**src/rtl/regfile_tile_ctrl.sv**
```systemverilog
// regfile_tile_ctrl: load sequencer for the vector register file.
// Accepts DMA rows over valid/ready and turns each accepted row into a
// registered register-file write. It then presents the finished tile to the
// consumer with a per-tile transpose select.
// Optional build macro REGFILE_CTRL_PERF_EN adds the tile_cnt and stall_cnt
// performance counters.
module regfile_tile_ctrl #(
  parameter int wordSize  = 32,
  parameter int words     = 16,
  parameter int NoOfElem  = 16,
  localparam int AW       = $clog2(NoOfElem),
  localparam int DW       = words * wordSize
) (
  input  logic          clk,
  input  logic          RESET,
  input  logic          start,
  input  logic          start_transpose,
  input  logic          abort,
  input  logic          s_valid,
  output logic          s_ready,
  input  logic [DW-1:0] s_data,
  input  logic          s_last,
  output logic          rf_we,
  output logic [AW-1:0] rf_addr,
  output logic [DW-1:0] rf_dataIn,
  output logic          rf_transpose,
  output logic          tile_valid,
  input  logic          tile_ack,
  output logic          busy,
`ifdef REGFILE_CTRL_PERF_EN
  output logic [15:0]   tile_cnt,
  output logic [15:0]   stall_cnt,
`endif
  output logic          err_short
);

  typedef enum logic [1:0] {IDLE, LOAD, COMMIT, FULL} state_e;

  localparam logic [AW-1:0] LAST_ROW = AW'(NoOfElem - 1);

  state_e        state_q, state_d;
  logic [AW-1:0] row_cnt_q, row_cnt_d;
  logic          tflag_q, tflag_d;
  logic          rf_we_q, rf_we_d;
  logic [AW-1:0] rf_addr_q, rf_addr_d;
  logic [DW-1:0] rf_data_q, rf_data_d;
  logic          err_short_q, err_short_d;
  logic          handshake;

  // Abort takes priority over a pending row, so ready drops in that cycle.
  assign s_ready   = (state_q == LOAD) && !abort;
  assign handshake = s_valid && s_ready;

  // Next-state, row counter and write-port computation.
  always_comb begin
    // NOTE: every variable gets a default before the case so no path leaves
    // it unassigned; a missing default here would infer a latch.
    state_d     = state_q;
    row_cnt_d   = row_cnt_q;
    tflag_d     = tflag_q;
    rf_we_d     = 1'b0;
    rf_addr_d   = rf_addr_q;
    rf_data_d   = rf_data_q;
    err_short_d = 1'b0;

    unique case (state_q)
      IDLE: begin
        if (start) begin
          state_d   = LOAD;
          row_cnt_d = '0;
          tflag_d   = start_transpose;
        end
      end
      LOAD: begin
        if (abort) begin
          state_d   = IDLE;
          row_cnt_d = '0;
        end else if (handshake) begin
          rf_we_d   = 1'b1;
          rf_addr_d = row_cnt_q;
          rf_data_d = s_data;
          if (row_cnt_q == LAST_ROW || s_last) begin
            // Leaving LOAD here is what keeps row_cnt from ever wrapping.
            state_d     = COMMIT;
            row_cnt_d   = '0;
            err_short_d = (row_cnt_q != LAST_ROW);
          end else begin
            row_cnt_d = row_cnt_q + AW'(1);
          end
        end
      end
      COMMIT: begin
        // The final row's write is on the port during this cycle.
        state_d = abort ? IDLE : FULL;
      end
      FULL: begin
        if (abort || tile_ack) begin
          state_d = IDLE;
        end
      end
      default: state_d = IDLE;
    endcase
  end

  // State and write-port registers with synchronous reset.
  always_ff @(posedge clk) begin
    // NOTE: sequential state uses non-blocking assignments so every flop
    // samples the pre-edge value, independent of statement order.
    if (RESET) begin
      state_q     <= IDLE;
      row_cnt_q   <= '0;
      tflag_q     <= 1'b0;
      rf_we_q     <= 1'b0;
      rf_addr_q   <= '0;
      // NOTE: the wide data register is reset on purpose; the register file
      // input must read as zero out of reset, not as leftover row data.
      rf_data_q   <= '0;
      err_short_q <= 1'b0;
    end else begin
      state_q     <= state_d;
      row_cnt_q   <= row_cnt_d;
      tflag_q     <= tflag_d;
      rf_we_q     <= rf_we_d;
      rf_addr_q   <= rf_addr_d;
      rf_data_q   <= rf_data_d;
      err_short_q <= err_short_d;
    end
  end

  assign rf_we        = rf_we_q;
  assign rf_addr      = rf_addr_q;
  assign rf_dataIn    = rf_data_q;
  assign err_short    = err_short_q;
  assign tile_valid   = (state_q == FULL);
  assign rf_transpose = (state_q == FULL) && tflag_q;
  assign busy         = (state_q != IDLE);

`ifdef REGFILE_CTRL_PERF_EN
  logic [15:0] tile_cnt_q, tile_cnt_d;
  logic [15:0] stall_cnt_q, stall_cnt_d;

  // Tile counter wraps; stall counter saturates at all-ones.
  always_comb begin
    tile_cnt_d  = tile_cnt_q;
    stall_cnt_d = stall_cnt_q;
    if (state_q == FULL && tile_ack) begin
      tile_cnt_d = tile_cnt_q + 16'd1;
    end
    if (state_q == LOAD && !s_valid && stall_cnt_q != 16'hFFFF) begin
      stall_cnt_d = stall_cnt_q + 16'd1;
    end
  end

  // Performance counters, cleared only by reset.
  always_ff @(posedge clk) begin
    if (RESET) begin
      tile_cnt_q  <= '0;
      stall_cnt_q <= '0;
    end else begin
      tile_cnt_q  <= tile_cnt_d;
      stall_cnt_q <= stall_cnt_d;
    end
  end

  assign tile_cnt  = tile_cnt_q;
  assign stall_cnt = stall_cnt_q;
`endif

endmodule
```
**config.mk**
```make
export PLATFORM = sky130hd
export DESIGN_NAME = regfile_tile_ctrl
export DESIGN_NICKNAME = d
export VERILOG_FILES = /design/src/rtl/regfile_tile_ctrl.sv
export SDC_FILE = /design/constraint.sdc
export NUM_CORES = 1
export LEC_CHECK = 0
export BUFFER_PORTS_ARGS = -buffer_cell sky130_fd_sc_hd__buf_2
export CORE_AREA = 8 8 399 401
export CTS_CLUSTER_SIZE = 10
export DETAILED_ROUTE_END_ITERATION = 10
export DIE_AREA = 0 0 407 409
export PLACE_DENSITY = 0.32
export SKIP_CTS_REPAIR_TIMING = 1
export SYNTH_ARGS = -nofsm -noshare
export SYNTH_HDL_FRONTEND = slang
export SYNTH_SLANG_ARGS = --single-unit
```
**constraint.sdc**
```tcl
create_clock -name clk -period 1.8 [get_ports clk]
set_input_delay 0.18 -clock clk [delete_from_list [all_inputs] [get_ports clk]]
set_output_delay 0.18 -clock clk [all_outputs]
set_load 0.01 [all_outputs]
```
# == After elaboration in Yosys (flattened, before gate mapping) ==
# Cells that the tools add are included.
# op_classes
add_sub_neg,1
mul,0
div,0
n_lt_le_gt_ge,0
eq_ne,9
shift,0
n_mux,13
bitwise_logic,4
n_reduce_logical,15
# op_table
op,count
4-bit 2-to-1 mux,4
2-bit 2-to-1 mux,6
2-bit one-hot mux with 4 select lines,1
4-bit one-hot mux with 2 select lines,1
3-bit AND reduction,2
5-bit OR reduction,1
4-bit by 1-bit adder with 4-bit output (second input constant),1
2-bit equality test (second input constant),2
4-bit equality test (second input constant),1
4-bit != test (second input constant),1
1-bit inverter,4
4-bit AND reduction,1
2-bit nonzero test,2
1-bit logical AND,3
3-bit by 2-bit != test with 1-bit output (second input constant),1
3-bit != test (second input constant),1
3-bit OR reduction,1
2-bit by 1-bit equality test with 1-bit output (second input constant),1
2-bit zero test,1
1-bit logical OR,2
2-bit by 1-bit != test with 1-bit output (second input constant),1
2-bit != test (second input constant),1
2-bit AND reduction,1
1-bit zero test,1
1-bit 2-to-1 mux,1
# totals
register_bits,525
latchBits,0
ramBits,0
rom_bits,0
output_inout_bits,522
word_cells,49
n_memories,0

# == Depth between registers and ports, before layout ==
# depth
ltp_word,6
ltp_mapped,8
ltp_nobuf,5

# == Least setup slack after synthesis ==
# Ideal clock, no wire load.
# synth_path
path_kind,register to register
start,reg state_q[1]
end,reg rf_data_q[246] (netlist: rf_dataIn[246])
setup_time_ns,0.070
arrival_ns,1.476
setup_slack_ns,0.253
path_stages_with_launch,9
period_less_slack_ns,1.547
path_cell_list,dfxtp_1 nor3b_4 and2_1 buf_2 buf_6 buf_6 buf_6 nand2_1 a21oi_1
# synth_via
elab_chain_len,4
# synth_rtl
item,line_no,source
"start, declared",41,"state_e state_q, state_d;"
"start signal, assigned",120,state_q <= state_d;
2-bit by 1-bit equality test with 1-bit output,51,assign s_ready = (state_q == LOAD) && !abort;
1-bit logical AND,51,
net s_ready,20,"output logic s_ready,"
1-bit logical AND,52,assign handshake = s_valid && s_ready;
3-bit AND reduction (no source line),--,
"end signal, assigned",125,rf_data_q <= rf_data_d;
"end, declared",46,"logic [DW-1:0] rf_data_q, rf_data_d;"
# The timed path passes the listed nets, and every way through them passes these cells.
# A chain may end at the register's enable or synchronous reset.

# == Worst setup path after layout ==
# layout_path
start,reg state_q[1]
end,reg state_q[0]
# layout_via
elab_chain_len,5
word_cells_on_any_way,12
cone_classes,7 x eq/ne; 1 x mux; 4 x reduce/logical
# layout_rtl
item,line_no
2-bit by 1-bit equality test with 1-bit output,"51, 66"
1-bit logical AND,51
1-bit logical AND,52
3-bit != test (no source line),--
4-bit AND reduction (no source line),--
# Several ways; a longest one is shown, not always the timed one.

==> parameters.txt <==
Parameter                              Value

Setup path
  Reg-to-reg setup timing slack    0.03 ns
  Endpoint type of the worst setup path    register
  Data required time of the worst path    2.34 ns
  Type of the worst setup path    reg2reg
  Signal arrival time at the worst endpoint    2.30 ns
  RR Startpoint    state_q[1]$_SDFFE_PP0P_
  Startpoint types    register
  Maximum fanout encountered on the critical timing path    7
  Critical R2R Capture    state_q[0]$_SDFFE_PP0P_
  Reg2reg path depth    7

Synth
  Post-synthesis instance area    18100 sq um
  Fraction of the yosys area taken by sequential cells    58.0%
  Synthesized instance count    2291
  Net count of the mapped netlist    2812
  Per-instance average area after synthesis    7.91 sq um
  Number of warnings printed during yosys synthesis    0
  Flip-flop and latch count after synthesis    525
  Netlist cell types    28

STA
  Maximum clock frequency    566 MHz
  Final count of hold timing violations    0
  Total Neg Setup Slack    0 ns
  Max-slew headroom at the worst pin    65.9%
  Portion of the clock cycle consumed by the worst path in the final layout    98.1%
  Tmin final    1.77 ns
  Hold WS    0.312 ns
  Worst-case clock skew    0.0311 ns
  Max-slew violation total from the final report    0
  Total setup violations reported at the end of the flow    0
  Least-Margin Pin Slew    0.511 ns

Die
  Horizontal extent of the die    407 um
  Number of top-level design ports    1042
  Rows    144
  Die Span Y    409 um
  Initial standard-cell utilization of the core    11.8%
  Area enclosed by the die boundary    166000 sq um
  Core Region    153000 sq um

Power and ir drop
  Standby leakage power    14.3 nW
  Power per cell area    880 nW/um^2
  Maximum ir drop on the vdd rail    574 uV

Global route
  Number of global-route vias before repair    19.5k
  First-pass GRT wire length    153 mm
  Remaining global-route overflow    0
  Initial antenna violation count    32
  Total global-route track usage    12.8%
  Pin count of the biggest net entering global routing    70

Clock network
  CTS H-tree lvls    3
  CTS sink cnt    525
  Number of buffers inserted during clock tree synthesis    71
  Clock input transition at the sequential cells of the worst setup and hold paths    0.06 ns
  Clock Latency Late Sink    0.65 ns
  CTS tree    yes
  Worst-case clock buffer depth    3
  Cell at the root of the clock tree    clkbuf_16

Finish
  Syn-to-layout area delta    85.1%
  Fraction of layout instances using a drive strength above 1    31.8%
  Util after Layout    21.9%
  Top library cells by usage in the layout, fill and taps aside    1038 x buf_2, 1035 x nand2_1, 524 x dfxtp_1
  Final Non-Filler Cells    5938
  Layout net count    4354
  Most frequent standard cell in the layout excluding fill and tap cells    buf_2

Drt
  Total Routed Length    116 mm
  Pre-Repair DR Iteration Count    5
  Vias    21.6k
  Number of remaining DRC errors    0
  Wire per inst    19.5 um
  Final ANT Viol Nets    0
  1st-iter DRT viols    1070
  Number of vias per cell    3.63

Placed design
  Detailed placement HPWL    90.4 mm
  Cell count after placement    5278
  Final weighted congestion of routability-driven global placement    0.836
  Buffers added on ports    1041

Run
  Max capacitance violation total    0

Worst hold path
  Hold Path Cell Cnt    4
  Class of the tightest hold or removal check    in2reg
  Hold Crit Start    s_data[497]
  Worst hold endpoint    rf_dataIn[497]$_SDFFE_PP0P_

Status
  Outcome    finished clean
[layer usage]
| layer | vias up | track usage (%) | routed length (um) |
|---|---|---|---|
| li1 | 10500 | - | - |
| met1 | 10200 | 14.9 | 48100 |
| met2 | 761 | 21.1 | 55400 |
| met3 | 180 | 4.79 | 9080 |
| met4 | 6 | 5.17 | 2910 |
| met5 | - | 0 | 40 |
[cells by family after synthesis]
logic type	synth area share [%]
adders and majority gates	0.0690
AOI/OAI and AO/OA	14.8
DFF	58.0
buffers and inverters	4.91
and+or+nand+nor	22.2
[final cells by class]
cell class	count	area [sq um]
clock buffer	104	2060
clock inverter	15	181
timing repair buffer	1644	11400
fill	17300	119000
sequential	525	10500
antenna	15	37.5
tap	2044	2560
multi-input combinational	1589	6750
inverter	2	7.51
[registers in the layout (all words and copies together) (netlist names)]
| register | flops |
|---|---|
| rf_we | 1 |
| rf_addr | 4 |
| row_cnt_q | 4 |
| err_short | 1 |
| state_q | 2 |
| rf_dataIn | 512 |
| tflag_q | 1 |
[cell usage after synthesis]
library cell | instances | area share [%]
nand2_1 | 1035 | 21
dfxtp_1 | 525 | 58
a21oi_1 | 523 | 14
clkbuf_1 | 108 | 2.2
buf_2 | 42 | 1.2
buf_6 | 23 | 1.4
nor2_1 | 4 | 0.083
nand3_1 | 3 | 0.083
a31oi_1 | 2 | 0.069
a32oi_1 | 2 | 0.097
and2_1 | 2 | 0.069
buf_1 | 2 | 0.041
inv_1 | 2 | 0.041
nor2b_1 | 2 | 0.069
nor3_1 | 2 | 0.055
o221ai_1 | 2 | 0.097
a31o_2 | 1 | 0.048
and3_1 | 1 | 0.035
and4_1 | 1 | 0.048
ha_1 | 1 | 0.069
nand2b_1 | 1 | 0.035
nand4_1 | 1 | 0.035
nand4b_1 | 1 | 0.048
nand4bb_1 | 1 | 0.062
nor3b_1 | 1 | 0.041
nor3b_4 | 1 | 0.10
nor4_1 | 1 | 0.035
o21ai_0 | 1 | 0.028
[worst max-delay path: stages (launching register included)]
cell,delay [ns]
dfxtp_2,0.34
buf_6,0.14
nor2_4,0.12
inv_2,0.11
buf_4,0.15
o221ai_1,0.19
a31oi_1,0.06
dlygate4sd3_1,0.55
[worst max path at each step]
stage | cells past startpoint | slack (ns) | start | end
2_1_floorplan | 8 | 0.25 | state_q[1]$_SDFFE_PP0P_ | rf_dataIn[246]$_SDFFE_PP0P_
3_3_place_gp | 6 | 0.18 | state_q[1]$_SDFFE_PP0P_ | rf_dataIn[487]$_SDFFE_PP0P_
3_5_place_dp | 7 | 0.16 | abort | rf_dataIn[99]$_SDFFE_PP0P_
4_1_cts | 3 | -0.26 | state_q[1]$_SDFFE_PP0P_ | rf_transpose
5_1_grt | 7 | -0.007 | state_q[1]$_SDFFE_PP0P_ | state_q[0]$_SDFFE_PP0P_
6_report | 7 | 0.03 | state_q[1]$_SDFFE_PP0P_ | state_q[0]$_SDFFE_PP0P_
[per-stage QoR]
stage | total power, mW | setup WS (ns) | instance area (sq um)
2_1_floorplan | 13.2 | 0.253 | 18100
3_3_place_gp | 14.8 | 0.184 | 26000
3_5_place_dp | 14.8 | 0.165 | 26000
4_1_cts | 29.2 | -0.259 | 28200
5_1_grt | 30.9 | -0.00723 | 33500
6_report | 29.5 | 0.0347 | 33500
[report_power, final]
part | leakage (nW) | internal (mW) | switching (mW) | total [mW]
Sequential | 4.25 | 11.9 | 0.169 | 12.1
Clock | 1.11 | 8.23 | 5.78 | 14.0
Combinational | 8.94 | 1.72 | 1.69 | 3.41
Note: power is estimated with default switching activity, not from simulation.
